## src/rtl/argmax_classifier_pkg.sv

```systemverilog
// rtl/argmax_classifier_pkg.sv - shared FSM state type and sizing constants for the argmax classifier
//
// Purpose: single home for the classifier FSM encoding, the default class count
// and the width of the class-index output, so top level and bench agree.
package argmax_classifier_pkg;

  // Default number of scores in one inference vector.
  localparam int NUM_CLASSES = 10;

  // Width of the class index presented on out_class.
  localparam int CLASS_IDX_W = 4;

  typedef enum logic [1:0] {
    ST_IDLE   = 2'd0,
    ST_SCAN   = 2'd1,
    ST_RESULT = 2'd2
  } state_t;

endpackage

```

## src/rtl/argmax_classifier.sv

```systemverilog
// rtl/argmax_classifier.sv - streaming argmax over one vector of signed class scores
//
// Purpose: accepts a vector of signed scores, one per accepted transfer, and
// reports the index and value of the largest score. Ties keep the lower index.
// A vector closes on in_last or after num_classes scores, whichever comes first.
// out_error flags a vector whose length did not equal num_classes.
//
// Ports:
//   clk        - single clock, rising edge
//   rst_n      - asynchronous active-low reset
//   in_valid   - in_score/in_last valid this cycle
//   in_ready   - block accepts a score this cycle (low in RESULT and in reset)
//   in_score   - signed two's complement score of the current class
//   in_last    - final score of the vector
//   out_valid  - result held and valid
//   out_ready  - consumer accepts the result
//   out_class  - index of the maximum score
//   out_score  - maximum score
//   out_error  - vector length did not match num_classes
module argmax_classifier
  import argmax_classifier_pkg::*;
#(
  parameter int bitwidth    = 32,
  parameter int num_classes = NUM_CLASSES
) (
  input  logic                       clk,
  input  logic                       rst_n,
  input  logic                       in_valid,
  output logic                       in_ready,
  input  logic signed [bitwidth-1:0] in_score,
  input  logic                       in_last,
  output logic                       out_valid,
  input  logic                       out_ready,
  output logic [CLASS_IDX_W-1:0]     out_class,
  output logic signed [bitwidth-1:0] out_score,
  output logic                       out_error
);

  // Counter must be able to hold num_classes itself.
  localparam int              CNT_W    = $clog2(num_classes + 1);
  localparam logic [CNT_W-1:0] FULL_CNT = CNT_W'(num_classes);
  localparam logic [CNT_W-1:0] ONE_CNT  = CNT_W'(1);

  state_t                     state_q, state_d;
  logic [CNT_W-1:0]           count_q, count_d;
  logic [CNT_W-1:0]           count_inc;
  logic signed [bitwidth-1:0] best_score_q, best_score_d;
  logic [CLASS_IDX_W-1:0]     best_idx_q, best_idx_d;
  logic                       error_q, error_d;
  logic                       accept;

  // in_ready is gated by rst_n so it reads low for the whole reset window.
  assign in_ready  = rst_n && (state_q != ST_RESULT);
  assign out_valid = (state_q == ST_RESULT);
  assign accept    = in_valid && in_ready;
  assign count_inc = count_q + ONE_CNT;

  assign out_class = best_idx_q;
  assign out_score = best_score_q;
  assign out_error = error_q;

  always_ff @(posedge clk or negedge rst_n) begin
    if (!rst_n) begin
      state_q <= ST_IDLE;
    end else begin
      state_q <= state_d;
    end
  end

  always_ff @(posedge clk or negedge rst_n) begin
    if (!rst_n) begin
      count_q      <= '0;
      best_score_q <= '0;
      best_idx_q   <= '0;
      error_q      <= 1'b0;
    end else begin
      count_q      <= count_d;
      best_score_q <= best_score_d;
      best_idx_q   <= best_idx_d;
      error_q      <= error_d;
    end
  end

  always_comb begin
    state_d      = state_q;
    count_d      = count_q;
    best_score_d = best_score_q;
    best_idx_d   = best_idx_q;
    error_d      = error_q;

    unique case (state_q)
      ST_IDLE: begin
        if (accept) begin
          // First score of a vector is the best so far by definition.
          best_score_d = in_score;
          best_idx_d   = '0;
          count_d      = ONE_CNT;
          if (in_last || (ONE_CNT == FULL_CNT)) begin
            // Closing without in_last means the length limit was hit.
            error_d = !in_last || (ONE_CNT != FULL_CNT);
            state_d = ST_RESULT;
          end else begin
            error_d = 1'b0;
            state_d = ST_SCAN;
          end
        end
      end

      ST_SCAN: begin
        if (accept) begin
          // Strict greater-than so an equal later score never displaces an earlier one.
          if (in_score > best_score_q) begin
            best_score_d = in_score;
            best_idx_d   = CLASS_IDX_W'(count_q);
          end
          count_d = count_inc;
          if (in_last || (count_inc == FULL_CNT)) begin
            error_d = !in_last || (count_inc != FULL_CNT);
            state_d = ST_RESULT;
          end
        end
      end

      ST_RESULT: begin
        if (out_ready) begin
          count_d = '0;
          state_d = ST_IDLE;
        end
      end

      default: begin
        state_d = ST_IDLE;
      end
    endcase
  end

endmodule

```

## config.mk

```make
export PLATFORM = sky130hd
export DESIGN_NAME = argmax_classifier
export DESIGN_NICKNAME = d
export VERILOG_FILES = /design/src/rtl/argmax_classifier_pkg.sv /design/src/rtl/argmax_classifier.sv
export SDC_FILE = /design/constraint.sdc
export NUM_CORES = 1
export LEC_CHECK = 0
export BUFFER_PORTS_ARGS = -buffer_cell sky130_fd_sc_hd__buf_2
export CORE_ASPECT_RATIO = 0.7
export CORE_MARGIN = 10
export CORE_UTILIZATION = 53
export CTS_CLUSTER_DIAMETER = 30
export DETAILED_ROUTE_END_ITERATION = 16
export PLACE_DENSITY = 0.87
export SLEW_MARGIN = 0
export SYNTH_ARGS = -nofsm -noshare
export SYNTH_HDL_FRONTEND = slang
export SYNTH_SLANG_ARGS = --single-unit
```

## constraint.sdc

```tcl
create_clock -name clk -period 6.3 [get_ports clk]
set_clock_uncertainty 0.05 [all_clocks]
set_input_delay 0.315 -clock clk [delete_from_list [all_inputs] [get_ports clk]]
set_output_delay 0.315 -clock clk [all_outputs]
set_load 0.02 [all_outputs]
```

==> impl_metrics.env, run 1 <==
export IMPL_pwr_density_cell_nw_per_um2=483.7
export IMPL_place_congestion=0.7862
export IMPL_finalPower_mw=1.581
export IMPL_ctsRootBufferMaster="clkbuf_8"
export IMPL_yosysWarningCount=0
export IMPL_peakVddDrop_uv=277.0
export IMPL_r2r_slack_ps=3110
export IMPL_ioPinCount=76
export IMPL_fillers=397
export IMPL_pre_cts_ws_ps=3081
export IMPL_ys_ff_latch=43
export IMPL_final_common_cell="buf_2"
export IMPL_cellLeakagePower_nw=1.656
export IMPL_synth_edff_count=0
export IMPL_start_util=0.5602
export IMPL_antenna_cells=0
export IMPL_ys_dominant_reg_cell="dfrtp_1"
export IMPL_critical_path_class="flop to flop"
export IMPL_period_share=0.5060
export IMPL_grt_max_degree=46
export IMPL_cts_resized=0
export IMPL_syn_to_final_growth_pct=19.42
export IMPL_finalMaxSlewViolations=0
export IMPL_max_freq_mhz=313.7
export IMPL_wl_met3_um=429
export IMPL_relSlewSlack=0.2750
export IMPL_tns_ps=0
export IMPL_grt_ovfl_total=0
export IMPL_cts_setup_buffers=0
export IMPL_cts_sinks=43
export IMPL_worst_slack_ps=3112
export IMPL_antenna_found_initial=0
export IMPL_setup_viol=0
export IMPL_synth_top_cell_area_share=0.3931
export IMPL_critPathMaxFanout=32
export IMPL_drc=0
export IMPL_rsz0062_at_grt="false"
export IMPL_grt_pass1_vias=2286
export IMPL_fin_nets=418
export IMPL_grt_pass1_wl_mm=10.83
export IMPL_syn_area_sq_um=2738
export IMPL_cts_max_level=2
export IMPL_clkSlewWorstSetupHoldPaths_ps=80
export IMPL_synthArstFlopShare=1.000
export IMPL_vias_per_cell=5.355
export IMPL_dp_cells=406
export IMPL_yosys_top_cells_area="dfrtp_1 (39%), ha_1 (17%), mux2_2 (12%)"
export IMPL_utilization=0.6690
export IMPL_drt_initial_drc_count=78
export IMPL_cts_hold_buf=0
export IMPL_endpoint_kind="flop"
export IMPL_startpoint_type="flop"
export IMPL_dpl_instance_area_sq_um=3169
export IMPL_worst_slew_pin_slew_ps=1087
export IMPL_drtAntennaViolNets=0
export IMPL_cts_tree="built"
export IMPL_highest_layer="met4"
export IMPL_fp_dieH_um=80.13
export IMPL_drt_wl_total_mm=6.458
export IMPL_vias=2217
export IMPL_syn_nets=339
export IMPL_hold_slack_ps=43.51
export IMPL_yosys_area_top_type="dfrtp_1"
export IMPL_hold_path_class="input port to async pin"
export IMPL_finalCriticalPeriod_ps=3188
export IMPL_wire_per_inst_um=15.60
export IMPL_clk_latency_ps=290
export IMPL_dieArea_sq_um=8486
export IMPL_wl_met1_mm=2.982
export IMPL_final_cell_mix="buf_2 (75), dfrtp_1 (43), inv_1 (39), ha_1 (37), mux2_2 (29)"
export IMPL_dp_hpwl_mm=5.244
export IMPL_row_count=21
export IMPL_fp_dieW_um=105.9
export IMPL_ys_types=37
export IMPL_grt_use_total=0.1536
export IMPL_clock_path_buffers=2
export IMPL_yosysSeqAreaShare=0.3931
export IMPL_netlist_instances=265
export IMPL_run_status="complete, no violations"
export IMPL_maxCapViolCount=0
export IMPL_met2_length_mm=2.987
export IMPL_cts_buffers=5
export IMPL_fin_area_sq_um=3269
export IMPL_buffer_ports_inserted=75
export IMPL_core_sq_um=4887
export IMPL_critPathArrivalTime_ps=3310
export IMPL_firstDrtPassIters=4
export IMPL_finalNonFillerCells=414
export IMPL_drive_above_1_share=0.3362
export IMPL_required_ps=6430
export IMPL_hold_violations=0
export IMPL_postSynthAreaPerCell_sq_um=10.33
## critical path: stages, from the launching register on
cell      delay, ps
dfrtp_1         370
inv_1            60
ha_1            320
nand4_1         180
nor4_2          430
nand3_1         150
o21a_1          220
o221ai_4        850
mux2_2          430
## power breakdown
part | switching, mW | internal (mW) | total, mW
registers | 0.105 | 0.408 | 0.513
logic | 0.520 | 0.359 | 0.880
clock network | 0.0879 | 0.100 | 0.188
## logic make-up after synthesis
kind of cell             count (synthesis)  share of synthesized area
adder cells (fa/ha/maj)                 37                     0.1691
AND/OR/NAND/NOR                         53                    0.09644
AO/OA/AOI/OAI                           56                     0.1385
multiplexers                            33                     0.1357
flip-flops                              43                     0.3931
buffers and inverters                   43                    0.06718
## state kept, by name, summed over array words and instances (netlist names)
signal / flops
out_class: 4
count_q: 4
out_score: 32
out_error: 1
state_q: 2
## synthesized netlist by cell type, types with 5 or more instances
cell / instances
o211ai_1: 6
ha_1: 37
dfrtp_1: 43
nor2_1: 8
inv_1: 39
mux2_2: 29
nand3_1: 6
nand2_1: 21
o2111ai_1: 5
nand4_1: 7
a21oi_1: 18
o21ai_0: 12
## worst paths after layout
path                       depth (start not counted)                        end                       from
setup / recovery                                   8   out_score[8]$_DFFE_PN0P_  out_score[27]$_DFFE_PN0P_
hold / removal                                     2   out_score[3]$_DFFE_PN0P_                      rst_n
setup reg to reg                                   8   out_score[8]$_DFFE_PN0P_  out_score[27]$_DFFE_PN0P_
hold reg to reg                                    1  out_score[15]$_DFFE_PN0P_  out_score[15]$_DFFE_PN0P_
max in group asynchronous                          2  out_score[18]$_DFFE_PN0P_                      rst_n
min in group clk                                   2  out_score[17]$_DFFE_PN0P_               in_score[17]
## layer usage
layer,up-vias,GRT usage
li1,1108,-
met2,61,0.2611
met5,-,0
met3,4,0.04386
met4,0,0.03504
met1,1044,0.1901
## layout make-up
| type | instances | area (sq um) | area share |
|---|---|---|---|
| multi-input combinational | 179 | 1478 | 0.4520 |
| sequential | 43 | 1076 | 0.3291 |
| tap | 69 | 86.33 | 0.02641 |
| clock buffer | 8 | 100.1 | 0.03062 |
| timing repair buffer | 76 | 382.9 | 0.1171 |
| inverter | 39 | 146.4 | 0.04478 |
No activity file was read; power rests on OpenSTA's default activity.
==> run 2: changes to the inputs <==
--- a/config.mk
+++ b/config.mk
@@ -5,6 +5,7 @@
 export SDC_FILE = /design/constraint.sdc
 export NUM_CORES = 1
 export LEC_CHECK = 0
+export ABC_AREA = 1
 export BUFFER_PORTS_ARGS = -buffer_cell sky130_fd_sc_hd__buf_2
 export CORE_ASPECT_RATIO = 0.7
 export CORE_MARGIN = 10
==> constraint.sdc (replaced) <==
create_clock -name clk -period 3.14 [get_ports clk]
set_clock_uncertainty 0.05 [all_clocks]
set_input_delay 0.157 -clock clk [delete_from_list [all_inputs] [get_ports clk]]
set_output_delay 0.157 -clock clk [all_outputs]
set_load 0.02 [all_outputs]
==> impl_metrics.env, run 2 <==
export IMPL_fp_dieH_um=80.72
export IMPL_firstDrtPassIters=5
export IMPL_required_ps=3270
export IMPL_max_stage_delay_ps=380
export IMPL_clock_path_buffers=2
export IMPL_period_share=0.8681
export IMPL_worstPathCellList="inv_1 -> ha_1 -> nand2_1 -> nor2_2 -> nand2_1 -> nor4_2 -> nand2_1 -> nand2_1 -> nand2_1 -> nand2_1 -> nand2_1 -> nand2_4 -> nand2_4 -> nand2_1 -> nand2_1"
export IMPL_antenna_found_initial=0
export IMPL_start_util=0.5394
export IMPL_highest_layer="met4"
export IMPL_finalNonFillerCells=509
export IMPL_setup_viol=0
export IMPL_cts_max_level=2
export IMPL_cts_sinks=43
export IMPL_cts_resized=0
export IMPL_seqCellArea_sq_um=1076
export IMPL_worst_slew_pin_slew_ps=569.7
export IMPL_dp_cells=501
export IMPL_cellLeakagePower_nw=1.926
export IMPL_hold_violations=0
export IMPL_grt_max_degree=44
export IMPL_antenna_cells=0
export IMPL_ys_ff_latch=43
export IMPL_rsz0062_at_grt="false"
export IMPL_wl_met3_um=653
export IMPL_dieArea_sq_um=8616
export IMPL_cts_setup_buffers=0
export IMPL_drive_above_1_share=0.2037
export IMPL_finalCriticalPeriod_ps=2726
export IMPL_ctsRootBufferMaster="clkbuf_8"
export IMPL_largest_reg_flops=32
export IMPL_tns_ps=0
export IMPL_yosysSeqAreaShare=0.3855
export IMPL_critPathMaxFanout=37
export IMPL_drc=0
export IMPL_critical_path_class="flop to flop"
export IMPL_synth_edff_count=0
export IMPL_yosys_area_top_type="dfrtp_1"
export IMPL_syn_to_final_growth_pct=18.29
export IMPL_wl_met1_mm=3.089
export IMPL_critPathArrivalTime_ps=2860
export IMPL_dp_hpwl_mm=5.642
export IMPL_endpoint_kind="flop"
export IMPL_ioPinCount=76
export IMPL_fp_dieW_um=106.7
export IMPL_grt_ovfl_total=0
export IMPL_grt_use_total=0.1683
export IMPL_core_sq_um=5175
export IMPL_run_status="complete, no violations"
export IMPL_maxCapViolCount=0
export IMPL_vias_per_cell=5.094
export IMPL_place_congestion=0.8356
export IMPL_startpoint_type="flop"
export IMPL_syn_nets=437
export IMPL_finalPower_mw=3.002
export IMPL_cp_slowest_cell="dfrtp_1"
export IMPL_vias=2593
export IMPL_yosysMostFrequentCell="nand2_1"
export IMPL_wire_per_inst_um=14.02
export IMPL_hold_path_class="input port to flop"
export IMPL_syn_area_sq_um=2791
export IMPL_drt_initial_drc_count=232
export IMPL_synth_common_cells="nand2_1 (119), inv_1 (53), dfrtp_1 (43)"
export IMPL_ys_types=23
export IMPL_max_freq_mhz=366.9
export IMPL_pwr_density_cell_nw_per_um2=909.3
export IMPL_clk_latency_ps=300
export IMPL_drtAntennaViolNets=0
export IMPL_fin_nets=511
export IMPL_met2_length_mm=3.343
export IMPL_peakVddDrop_uv=385.7
export IMPL_yosys_top_cells_area="dfrtp_1 (39%), ha_1 (17%), nand2_1 (16%)"
export IMPL_drt_wl_total_mm=7.137
export IMPL_fillers=494
export IMPL_multiInputGateArea_sq_um=1449
export IMPL_row_count=22
export IMPL_finalMaxSlewViolations=0
export IMPL_grt_pass1_vias=2590
export IMPL_clkSlewWorstSetupHoldPaths_ps=80
export IMPL_crit_top_cell="nand2_1"
export IMPL_netlist_instances=363
export IMPL_cts_buffers=5
export IMPL_final_common_cell="nand2_1"
export IMPL_buffer_ports_inserted=75
export IMPL_relSlewSlack=0.6193
export IMPL_postSynthAreaPerCell_sq_um=7.690
export IMPL_final_cell_mix="nand2_1 (119), buf_2 (75), inv_1 (53), dfrtp_1 (43), nand3_1 (41)"
export IMPL_ys_dominant_reg_cell="dfrtp_1"
export IMPL_synthArstFlopShare=1.000
export IMPL_cts_tree="built"
export IMPL_grt_pass1_wl_mm=12.02
export IMPL_synth_top_cell_area_share=0.3855
export IMPL_yosysWarningCount=0
==> run 2: cell count changes in the layout (fill, tap and decap cells not counted), sizes merged, moves of 5 or more <==
cell,delta
mux2,-33
inv,+14
o211ai,-5
o2111ai,-5
nand2,+100
nand3,+35
nor2,+10
==> run 2: cells by family after synthesis <==
family                     share of synthesized area
AOI/OAI and AO/OA                            0.06634
xor gates and xnor gates                    0.006276
adders and majority gates                     0.1658
buffers and inverters                        0.09816
DFF                                           0.3855
and+or+nand+nor                               0.2779
==> run 2: final timing paths <==
| check | startpoint | endpoint | slack [ps] | cells after the start |
|---|---|---|---|---|
| max | out_score[31]$_DFFE_PN0P_ | out_score[26]$_DFFE_PN0P_ | 410 | 15 |
| min | in_score[14] | out_score[14]$_DFFE_PN0P_ | 60 | 3 |
| max reg2reg | out_score[31]$_DFFE_PN0P_ | out_score[26]$_DFFE_PN0P_ | 410 | 15 |
| min reg2reg | out_class[0]$_DFFE_PN0P_ | out_class[0]$_DFFE_PN0P_ | 430 | 2 |
| max in group asynchronous | rst_n | out_score[24]$_DFFE_PN0P_ | 2200 | 3 |
| min in group asynchronous | rst_n | out_score[0]$_DFFE_PN0P_ | 450 | 3 |
==> run 2: what timing repair did <==
item	in CTS	in global routing
hold buffers	1	0
hold endpoints to repair	43	0
setup endpoints to repair	0	0
==> run 2: cell type report <==
type / instances / share of cell area
Clock buffer: 6 / 0.02501
Clock inverter: 1 / 0.001516
Inverter: 53 / 0.06025
Multi-Input combinational cell: 256 / 0.4388
Sequential cell: 43 / 0.3259
Tap cell: 72 / 0.02728
Timing Repair Buffer: 78 / 0.1213
==> run 2: worst max-delay path: cells and delay by family, from the launching register on <==
| family | cells | cell delay [ps] |
|---|---|---|
| buffers and inverters | 1 | 60 |
| DFF | 1 | 380 |
| and+or+nand+nor | 13 | 1780 |
| adders and majority gates | 1 | 330 |
==> run 2: stage by stage <==
step	cell area, sq um	setup slack, ps	hold WS, ps	util
finish	3302	414.1	56.11	0.6381
global route	3302	148.2	56.65	0.6381
CTS	3302	409.7	55.00	0.6381
detailed placement	3204	447.8	268.2	0.6192
global placement	3204	557.2	245.7	0.6192
floorplan	2791	870.0	-188.6	-
==> run 2: metal layers <==
layer	GRT usage	up-vias
li1	-	1298
met1	0.1988	1216
met4	0.02965	0
met5	0	-
met3	0.07114	7
met2	0.2852	72
==> run 2: power by group <==
part	internal, mW	leakage, nW	switching [mW]	total [mW]
combinational	0.577	1.33	1.08	1.66
clock	0.173	0.0470	0.190	0.363
sequential	0.791	0.545	0.188	0.979
total	1.54	1.93	1.46	3.00
==> run 3: changes to the inputs <==
--- a/config.mk
+++ b/config.mk
@@ -12,7 +12,7 @@
 export CORE_UTILIZATION = 53
 export CTS_CLUSTER_DIAMETER = 30
 export DETAILED_ROUTE_END_ITERATION = 16
-export PLACE_DENSITY = 0.87
+export PLACE_DENSITY = 0.91
 export SLEW_MARGIN = 0
 export SYNTH_ARGS = -nofsm -noshare
 export SYNTH_HDL_FRONTEND = slang
==> impl_metrics.env, run 3 (synthesized netlist as in run 2, its figures left out) <==
export IMPL_run_status="complete, no violations"
export IMPL_core_sq_um=5175
export IMPL_ioPinCount=76
export IMPL_grt_ovfl_total=0
export IMPL_wire_per_inst_um=13.71
export IMPL_pre_cts_ws_ps=690.9
export IMPL_crit_top_cell="nand2_1"
export IMPL_fillers=481
export IMPL_drtAntennaViolNets=0
export IMPL_final_common_cell="nand2_1"
export IMPL_cts_resized=0
export IMPL_fp_dieH_um=80.72
export IMPL_place_congestion=0.8076
export IMPL_final_cell_mix="nand2_1 (119), buf_2 (75), inv_1 (53), dfrtp_1 (43), nand3_1 (41)"
export IMPL_drc=0
export IMPL_clkSlewWorstSetupHoldPaths_ps=80
export IMPL_worst_slack_ps=613.0
export IMPL_tns_ps=0
export IMPL_drive_above_1_share=0.2050
export IMPL_dieArea_sq_um=8616
export IMPL_multiInputGateArea_sq_um=1449
export IMPL_ctsRootBufferMaster="clkbuf_8"
export IMPL_cts_sinks=43
export IMPL_critPathMaxFanout=36
export IMPL_start_util=0.5394
export IMPL_finalCriticalPeriod_ps=2527
export IMPL_dp_cells=502
export IMPL_buffer_ports_inserted=75
export IMPL_critPathBufInv=1
export IMPL_cp_top_family="simple AND/OR/NAND/NOR gates"
export IMPL_required_ps=3270
export IMPL_relSlewSlack=0.6290
export IMPL_cts_buffers=5
export IMPL_pwr_density_cell_nw_per_um2=913.0
export IMPL_antenna_found_initial=0
export IMPL_grt_pass1_wl_mm=11.49
export IMPL_worstPathCellList="inv_1 -> ha_1 -> nand2_1 -> nor2_2 -> nand2_1 -> nor4_2 -> nand2_1 -> nand2_1 -> nand2_1 -> nand2_1 -> nand2_1 -> nand2_4 -> nand2_4 -> nand2_1 -> nand2_1"
export IMPL_cts_hold_buf=1
export IMPL_setup_viol=0
export IMPL_drt_wl_total_mm=7.007
export IMPL_hold_path_class="input port to flop"
export IMPL_clock_path_buffers=2
export IMPL_largest_reg_flops=32
export IMPL_grt_pass1_vias=2494
export IMPL_hold_slack_ps=49.07
export IMPL_fp_dieW_um=106.7
export IMPL_cellLeakagePower_nw=1.934
export IMPL_syn_to_final_growth_pct=19.01
export IMPL_max_stage_delay_ps=390
export IMPL_vias=2580
export IMPL_seqCellArea_sq_um=1076
export IMPL_grt_max_degree=44
export IMPL_row_count=22
export IMPL_dp_hpwl_mm=5.450
export IMPL_maxCapViolCount=0
export IMPL_cts_tree="built"
export IMPL_drt_initial_drc_count=141
export IMPL_critical_path_class="flop to flop"
export IMPL_finalNonFillerCells=511
export IMPL_hold_violations=0
export IMPL_fin_nets=512
export IMPL_endpoint_kind="flop"
export IMPL_clk_latency_ps=290
export IMPL_antenna_cells=0
export IMPL_grt_use_total=0.1606
export IMPL_peakVddDrop_uv=420.0
export IMPL_cp_slowest_cell="dfrtp_1"
export IMPL_critPathArrivalTime_ps=2660
export IMPL_cts_max_level=2
export IMPL_period_share=0.8048
export IMPL_worst_slew_pin_slew_ps=555.2
export IMPL_firstDrtPassIters=4
export IMPL_cts_setup_buffers=0
export IMPL_finalMaxSlewViolations=0
export IMPL_startpoint_type="flop"
export IMPL_vias_per_cell=5.049
export IMPL_rsz0062_at_grt="false"
export IMPL_max_freq_mhz=395.7
-- run 3: power breakdown --
| part | switching [mW] | leakage (nW) | internal [mW] |
|---|---|---|---|
| clock network | 0.187 | 0.0515 | 0.201 |
| logic | 1.08 | 1.34 | 0.582 |
| registers | 0.190 | 0.545 | 0.791 |
| total | 1.46 | 1.93 | 1.57 |
-- run 3: worst paths after layout --
kind / start / end / slack (ps) / cells past startpoint
min in group asynchronous: rst_n / out_score[3]$_DFFE_PN0P_ / 450 / 3
worst min register to register: out_class[0]$_DFFE_PN0P_ / out_class[0]$_DFFE_PN0P_ / 420 / 2
worst max register to register: out_score[31]$_DFFE_PN0P_ / out_score[26]$_DFFE_PN0P_ / 610 / 15
worst min-delay path: in_last / state_q[0]$_DFFE_PN0P_ / 50 / 2
max in group asynchronous: rst_n / out_error$_DFFE_PN0P_ / 2220 / 3
worst max-delay path: out_score[31]$_DFFE_PN0P_ / out_score[26]$_DFFE_PN0P_ / 610 / 15
-- run 3: final cells by class --
| type | count | share of cell area |
|---|---|---|
| multi-input cells | 256 | 0.4362 |
| well taps | 72 | 0.02712 |
| flip-flops and latches | 43 | 0.3239 |
| clock buffers | 8 | 0.03013 |
| repair buffers | 79 | 0.1228 |
| inverters | 53 | 0.05989 |
-- run 3: metal layers --
layer | track usage | vias to the layer above | wire [um]
met5 | 0 | - | 0
met4 | 0.02561 | 0 | 57
met1 | 0.2050 | 1194 | 3195
met3 | 0.05196 | 6 | 537
li1 | - | 1303 | -
met2 | 0.2656 | 77 | 3217
-- run 3: stage by stage --
stage | area (sq um) | total power, mW | util
detailed placement | 3212 | 2.655 | 0.6206
global route | 3322 | 3.321 | 0.6419
global placement | 3212 | 2.581 | 0.6206
floorplan | 2791 | 2.141 | -
finish | 3322 | 3.033 | 0.6419
CTS | 3322 | 3.056 | 0.6419
-- run 3: worst register-to-register path: stages, from the launching register on --
cell and delay [ps]:
dfrtp_1 390, inv_1 50, ha_1 330, nand2_1 110, nor2_2 130, nand2_1 100, nor4_2 190, nand2_1 110
nand2_1 80, nand2_1 50, nand2_1 70, nand2_1 100, nand2_4 170, nand2_4 270, nand2_1 160, nand2_1 60
